===== config.mk =====
export PLATFORM = sky130hd
export DESIGN_NAME = serial_subtractor
export DESIGN_NICKNAME = d
export VERILOG_FILES = /design/src/rtl/serial_sub_pkg.sv /design/src/rtl/full_subtractor.sv /design/src/rtl/serial_subtractor.sv
export SDC_FILE = /design/constraint.sdc
export NUM_CORES = 1
export LEC_CHECK = 0
export CELL_PAD_IN_SITES_DETAIL_PLACEMENT = 1
export CELL_PAD_IN_SITES_GLOBAL_PLACEMENT = 2
export CORE_UTILIZATION = 30
export DETAILED_ROUTE_END_ITERATION = 7
export GPL_TIMING_DRIVEN = 1
export PLACE_DENSITY_LB_ADDON = 0.1
export SLEW_MARGIN = 10
export SYNTH_ARGS = -nofsm -noshare
export SYNTH_HDL_FRONTEND = slang
export SYNTH_HIERARCHICAL = 1
export SYNTH_SLANG_ARGS = --single-unit

===== constraint.sdc =====
create_clock -name clk -period 3 [get_ports clk]
set_input_delay 0.6 -clock clk [delete_from_list [all_inputs] [get_ports clk]]
set_output_delay 0.6 -clock clk [all_outputs]
set_load 0.005 [all_outputs]

===== src/rtl/serial_sub_pkg.sv =====
`default_nettype none
// ============================================================================
// Module      : serial_sub_pkg
// Description : Shared state encoding and sizing helper for serial_subtractor.
// Revision    : 1.0 - initial release
// ============================================================================
package serial_sub_pkg;

  typedef logic [1:0] state_t;

  localparam state_t S_IDLE  = 2'd0;
  localparam state_t S_SHIFT = 2'd1;
  localparam state_t S_DONE  = 2'd2;

  // Counter must be able to hold the value WIDTH
  function automatic int cnt_width(input int width);
    return $clog2(width + 1);
  endfunction

endpackage
`default_nettype wire


===== src/rtl/full_subtractor.sv =====
`default_nettype none
// ============================================================================
// Module      : full_subtractor
// Description : Combinational 1-bit full subtractor cell (x - y - bin).
// Revision    : 1.0 - initial release
// ============================================================================
module full_subtractor (
  input  logic x,
  input  logic y,
  input  logic bin,
  output logic d,
  output logic bout
);

  assign d    = x ^ y ^ bin;
  assign bout = (~x & y) | (~(x ^ y) & bin);

endmodule
`default_nettype wire


===== src/rtl/serial_subtractor.sv =====
`default_nettype none
// ============================================================================
// Module      : serial_subtractor
// Description : Bit-serial a - b, LSB first, with valid/ready handshakes.
// Revision    : 1.0 - initial release
// ============================================================================
module serial_subtractor
  import serial_sub_pkg::*;
#(
  parameter int WIDTH = 4
) (
  input  logic             clk,
  input  logic             rst,
  input  logic             in_valid,
  output logic             in_ready,
  input  logic [WIDTH-1:0] a,
  input  logic [WIDTH-1:0] b,
  output logic             out_valid,
  input  logic             out_ready,
  output logic [WIDTH:0]   diff,
  output logic             borrow
);

  localparam int            CW     = cnt_width(WIDTH);
  localparam logic [CW-1:0] c_last = CW'(WIDTH - 1);

  state_t           r_state;
  state_t           w_state_next;
  logic [WIDTH-1:0] r_a;
  logic [WIDTH-1:0] r_b;
  logic [WIDTH-1:0] r_res;
  logic [WIDTH-1:0] w_res_next;
  logic [CW-1:0]    r_cnt;
  logic             r_bor;
  logic             w_d;
  logic             w_bout;
  logic             w_accept;
  logic             w_out_ack;

  full_subtractor u_fs (
    .x    (r_a[0]),
    .y    (r_b[0]),
    .bin  (r_bor),
    .d    (w_d),
    .bout (w_bout)
  );

  assign in_ready  = (r_state == S_IDLE);
  assign out_valid = (r_state == S_DONE);
  assign w_accept  = in_valid && in_ready;
  assign w_out_ack = out_valid && out_ready;

  // Result is built MSB-side first so the LSB lands at bit 0 after WIDTH shifts
  always_comb begin
    w_res_next            = r_res >> 1;
    w_res_next[WIDTH-1]   = w_d;
  end

  always_comb begin
    w_state_next = r_state;
    case (r_state)
      S_IDLE:  if (w_accept)        w_state_next = S_SHIFT;
      S_SHIFT: if (r_cnt == c_last) w_state_next = S_DONE;
      S_DONE:  if (w_out_ack)       w_state_next = S_IDLE;
      default:                      w_state_next = S_IDLE;
    endcase
  end

  always_ff @(posedge clk) begin
    if (rst) begin
      r_state <= S_IDLE;
    end else begin
      r_state <= w_state_next;
    end
  end

  always_ff @(posedge clk) begin
    if (rst) begin
      r_a   <= '0;
      r_b   <= '0;
      r_res <= '0;
      r_cnt <= '0;
      r_bor <= 1'b0;
    end else begin
      case (r_state)
        S_IDLE: begin
          if (w_accept) begin
            r_a   <= a;
            r_b   <= b;
            r_res <= '0;
            r_cnt <= '0;
            r_bor <= 1'b0;
          end
        end
        S_SHIFT: begin
          r_a   <= r_a >> 1;
          r_b   <= r_b >> 1;
          r_res <= w_res_next;
          r_bor <= w_bout;
          r_cnt <= r_cnt + CW'(1);
        end
        default: ;
      endcase
    end
  end

  assign diff   = {r_bor, r_res};
  assign borrow = r_bor;

endmodule
`default_nettype wire


# Word level (Yosys, flattened, before mapping)
# Index checks and enable logic that the tools add are counted.
[classes]
addsub = 1
eq_ne = 6
n_mux = 14
bitwise_logic = 7
reduce_logical = 6
[op_table]
columns = ["operator", "n"]
rows = [
  ["case mux 4 bit (2 select lines)", 3],
  ["2-to-1 mux 4 bit", 3],
  ["2-to-1 mux 2 bit", 3],
  ["case mux 2 bit (3 select lines)", 1],
  ["case mux 3 bit (2 select lines)", 1],
  ["inequality test 2 x 1 -> 1 bit (second input constant)", 2],
  ["adder 3 x 1 -> 3 bit (second input constant)", 1],
  ["== test 3 x 2 -> 1 bit (second input constant)", 1],
  ["2-to-1 mux 3 bit", 1],
  ["AND reduction 3 bit", 1],
  ["AND 1 bit", 2],
  ["== test 2 x 1 -> 1 bit (second input constant)", 1],
  ["== test 2 bit (second input constant)", 1],
  ["logical AND 1 bit", 2],
  ["logical NOT 2 bit", 1],
  ["inequality test 2 bit (second input constant)", 1],
  ["inverter 1 bit", 2],
  ["case mux 1 bit (2 select lines)", 1],
  ["AND reduction 2 bit", 1],
  ["nonzero test 2 bit", 1],
  ["XOR 1 bit", 2],
  ["2-to-1 mux 1 bit", 1],
  ["OR 1 bit", 1],
]
[totals]
register_bits = 18
in_bits = 12
out_inout_bits = 8
elab_cells = 40

# Logic depth before layout (Yosys ltp)
[logic_depth]
depth_word = 5
depth_mapped = 5
ltp_nobuf = 5

# By module
# Netlist, hierarchy kept.
[by_module_without_submodules]
columns = ["module", "instances", "cells_each", "area_per_inst_um2", "seq_area_each_um2"]
rows = [
  ["serial_subtractor", 1, 98, 860.8, 360.3],
  ["full_subtractor", 1, 4, 31.3, 0.0],
]

# Worst setup path before layout
# No wires, ideal clock.
[synth_timing]
path_kind = "reg-to-output"
start = "register r_state[1]"
end = "output port out_valid"
arrival_time_ns = 0.784
t_required_ns = 2.400
path_slack_ns = 1.616
path_stages_with_launch = 4
path_buffers = 2
cell_sequence = "dfxtp_1 > buf_6 > buf_2 > nor2b_1"
[synth_via]
elab_chain_len = 1
[synth_lines]
columns = ["item", "line_no", "text"]
rows = [
  ["start, declared", "serial_subtractor.sv:27", "state_t r_state;"],
  ["start signal, assigned", "serial_subtractor.sv:73", "r_state <= w_state_next;"],
  ["== test 2 bit", "serial_subtractor.sv:49", "assign out_valid = (r_state == S_DONE);"],
  ["end, declared", "serial_subtractor.sv:18", "output logic out_valid,"],
]
# Every way passes these cells.

# Worst setup path in the final report
# Same ends and word-level chain as after synthesis.

==> implementation parameters <==
Parameter                              Value

Timing
  Min Tclk post-route ... 2140 ps
  Fin Clk Skew ... 8.05 ps
  Count of final max-slew check failures ... 0
  Worst slew margin relative to its limit ... about 52%
  Number of endpoints failing setup at the final stage ... 0
  Actual transition at the worst max-transition pin ... just over 700 ps
  Post-route clock period utilization ... 71.2%
  Post-route setup TNS ... 0 ps
  Timing-limited maximum frequency ... approximately 0.47 GHz
  Unrepaired setup endpoints after global routing ... no
  Final Hold Viols ... 0

Yosys
  Synthesized-area fraction occupied by adder cells ... 5.05%
  Largest family of logic cells by synthesized area ... compound AO/OA/AOI/OAI gates
  Sequential fraction of the synthesis area ... 40.4%
  Number of library cell types mapped by synthesis ... 22
  Share of the synthesized area in compound gates (AO/OA/AOI/OAI) ... 26.2%
  Fraction of synthesized area in multiplexers ... roughly 2.2%
  Syn Nets ... 117
  Synth warnings ... 6
  Post-synthesis instance area ... 892 µm²
  Area share of and/or/nand/nor cells after synthesis ... ~16%
  Post-synthesis cell count ... 102
  Avg Inst Size Synth ... 8.75 µm²
  Flip-flop and latch count after synthesis ... 18
  Xor and xnor area share after synthesis ... 0%

Pwr
  Switching share of power ... between 20 and 30%
  Cell internal power dissipation ... 0.369 mW
  Seq pwr share ... around 53%
  Cell area power density ... between 400 and 500 mW/mm²
  Pleak ... 0.435 nW
  Clock network fraction of total power ... a little under a third
  Overall power of the completed layout ... 0.495 mW
  Worst IR Drop VDD ... 0.199 mV
  Switching Power ... approximately 0.13 mW
  Portion of total power attributed to combinational logic ... between 10% and 20%

Worst setup path
  Critical path endpoint category ... output pin
  Crit Path Class ... register to output pin
  Data arrival at the endpoint of the critical path ... 1540 ps
  Critical Path Source Type ... register
  Critical-path maximum fanout ... 19
  Data required time of the worst path ... 2400 ps

Floorplan
  Die Ht ... ~57 µm
  Die footprint ... 0.00320 mm²
  I/O pins ... 20
  Standard-cell row count ... 19
  Starting density of the core ... 32.1%
  Chip Width ... approximately 57 µm
  Core outline area ... around 0.0028 mm²

CTS
  Maximum count of clock buffers along a single path ... 2
  Total number of clock tree sinks ... 18
  Clock latency on the worst-skew pair ... 290 ps
  Post CTS Setup Buffer Count ... 0
  Number of levels the H-tree was split into ... 1
  Cts repair resizes ... 0
  Hold_buf cts ... 0
  Clock buffers created by TritonCTS ... 3
  Clock-pin slew on the worst setup and hold paths ... 100 ps
  TritonCTS clock tree ... done
  CTS Root Buffer Type ... sky130_fd_sc_hd__clkbuf_4

Drt
  Number of DRC markers in iteration 0 ... 8
  Post-detailed-route DRC marker count ... 0
  Mean number of vias per cell ... about 5.0
  Count of vias placed by the detailed router ... 755
  Total wire length ... 1990 µm
  Wire length per cell ... ~13 µm
  DRT Pass-1 Iters ... 4
  Remaining number of nets flagged by the antenna check after routing ... 0

GRT
  Total global-route track usage ... 13.6%
  Antenna violations before repair ... 0
  Pin count of the biggest net entering global routing ... 20
  Number of global-route vias before repair ... about 760
  Residual overflow from global routing ... 0
  Wire length of the first global-routing pass ... 3410 µm

Hold path
  Class of the most critical hold timing path ... register to register

Place
  Detailed placer's ending HPWL ... 1420 µm
  Buffers on Ports ... 19
  Gp weighted congestion ... 0.648

Flow run
  Number of max-capacitance violations reported ... 0

Layout
  Share of post-route cells with drive strength above 1 ... 7.56%
  Final layout net count ... 135
  Area delta synth->final ... 26.2%
  Antenna cell count ... 0

Run status
  Result of the run ... finished, final reports clean
## registers in the layout, indices dropped and copies added, names as in the netlist
signal / flops
r_a: 4
r_b: 4
r_res: 4
r_cnt: 3
r_state: 2
borrow: 1
## worst max-delay path: stages, from the launching register on
cell                              delay (ps)
sky130_fd_sc_hd__dfxtp_1                 320
sky130_fd_sc_hd__buf_4                   220
sky130_fd_sc_hd__nor2b_1                 190
sky130_fd_sc_hd__clkdlybuf4s50_1         520
## layout make-up
cell class                      count  area (µm²)
Tap cell                           31        38.8
Clock buffer                        4        36.3
Fill cell                         336        1660
Multi-Input combinational cell     65         444
Inverter                           11        41.3
Timing Repair Buffer               21         205
Sequential cell                    18         360
## synth_stat cells
cell type                   number  area share [%]
sky130_fd_sc_hd__a2111oi_4       1             3.1
sky130_fd_sc_hd__a21oi_1        12             6.7
sky130_fd_sc_hd__a22oi_1         7             5.9
sky130_fd_sc_hd__a2bb2oi_1       1            0.98
sky130_fd_sc_hd__buf_2           4             2.2
sky130_fd_sc_hd__buf_4           1            0.84
sky130_fd_sc_hd__buf_6           1             1.3
sky130_fd_sc_hd__clkbuf_1        2            0.84
sky130_fd_sc_hd__dfxtp_1        18              40
sky130_fd_sc_hd__fa_1            1             2.2
sky130_fd_sc_hd__ha_1            2             2.8
sky130_fd_sc_hd__inv_1          11             4.6
sky130_fd_sc_hd__mux2i_1         2             2.2
sky130_fd_sc_hd__nand2b_1        1            0.70
sky130_fd_sc_hd__nand3b_1        2             1.7
sky130_fd_sc_hd__nor2_1         23             9.7
sky130_fd_sc_hd__nor2b_1         3             2.1
sky130_fd_sc_hd__nor2b_4         1             1.5
sky130_fd_sc_hd__nor3_1          1            0.56
sky130_fd_sc_hd__o21ai_1         2             1.1
sky130_fd_sc_hd__o21bai_4        1             2.1
sky130_fd_sc_hd__o221a_1         5             6.3
## power by group through the flow
stage	Combinational [mW]	Clock (mW)	Sequential, mW
6_report	0.0842	0.150	0.261
5_1_grt	0.0953	0.168	0.263
4_1_cts	0.0864	0.160	0.262
3_5_place_dp	0.0857	0	0.267
3_3_place_gp	0.0844	0	0.267
2_1_floorplan	0.0522	0	0.266
## kinds of logic (layout without fill, tap and decap cells)
kind of cell / after synthesis / count (layout)
fa+ha+maj: 3 / 3
compound gates: 29 / 29
flops: 18 / 18
simple gates: 31 / 31
buf+inv: 19 / 36
mux: 2 / 2
## layout by cell type (no fill, tap or decap), types with 2 or more instances in the layout
cell type | synthesis | routed
sky130_fd_sc_hd__o21ai_1 | 2 | 2
sky130_fd_sc_hd__o221a_1 | 5 | 5
sky130_fd_sc_hd__clkbuf_4 | 0 | 3
sky130_fd_sc_hd__inv_1 | 11 | 11
sky130_fd_sc_hd__a21oi_1 | 12 | 12
sky130_fd_sc_hd__mux2i_1 | 2 | 2
sky130_fd_sc_hd__dfxtp_1 | 18 | 18
sky130_fd_sc_hd__buf_4 | 1 | 2
sky130_fd_sc_hd__nor2b_1 | 3 | 3
sky130_fd_sc_hd__clkdlybuf4s50_1 | 0 | 19
sky130_fd_sc_hd__a22oi_1 | 7 | 7
sky130_fd_sc_hd__ha_1 | 2 | 2
sky130_fd_sc_hd__nand3b_1 | 2 | 2
sky130_fd_sc_hd__nor2_1 | 23 | 23
## final timing paths
path	from	end	slack, ps	cells past startpoint
hold / removal	r_cnt[2]$_SDFFE_PP0P_	r_cnt[2]$_SDFFE_PP0P_	500	2
setup / recovery	r_state[1]$_SDFFE_PP0P_	out_valid	860	3
hold reg to reg	r_cnt[2]$_SDFFE_PP0P_	r_cnt[2]$_SDFFE_PP0P_	500	2
setup reg to reg	r_state[1]$_SDFFE_PP0P_	r_a[2]$_SDFFE_PP0P_	1650	4
## through the flow
step	cell area [µm²]	hold slack [ps]	utilization, %	worst slack [ps]	std cells
floorplan	892	456	-	1620	102
global placement	1090	466	39.2	830	146
CTS	1130	503	40.5	823	150
global route	1130	521	40.5	726	150
finish	1130	498	40.5	863	150
detailed placement	1090	484	39.2	817	146
## layer usage
metal | wire, µm | vias up | share of wire, % | track usage (%)
met5 | 0 | - | 0 | 0
met1 | 958 | 360 | 48 | 18.1
met4 | 13 | 0 | 0.65 | 4.18
met3 | 68 | 2 | 3.4 | 2.07
met2 | 947 | 10 | 48 | 22.4
li1 | - | 383 | - | -
(Power assumes the default switching activity.)
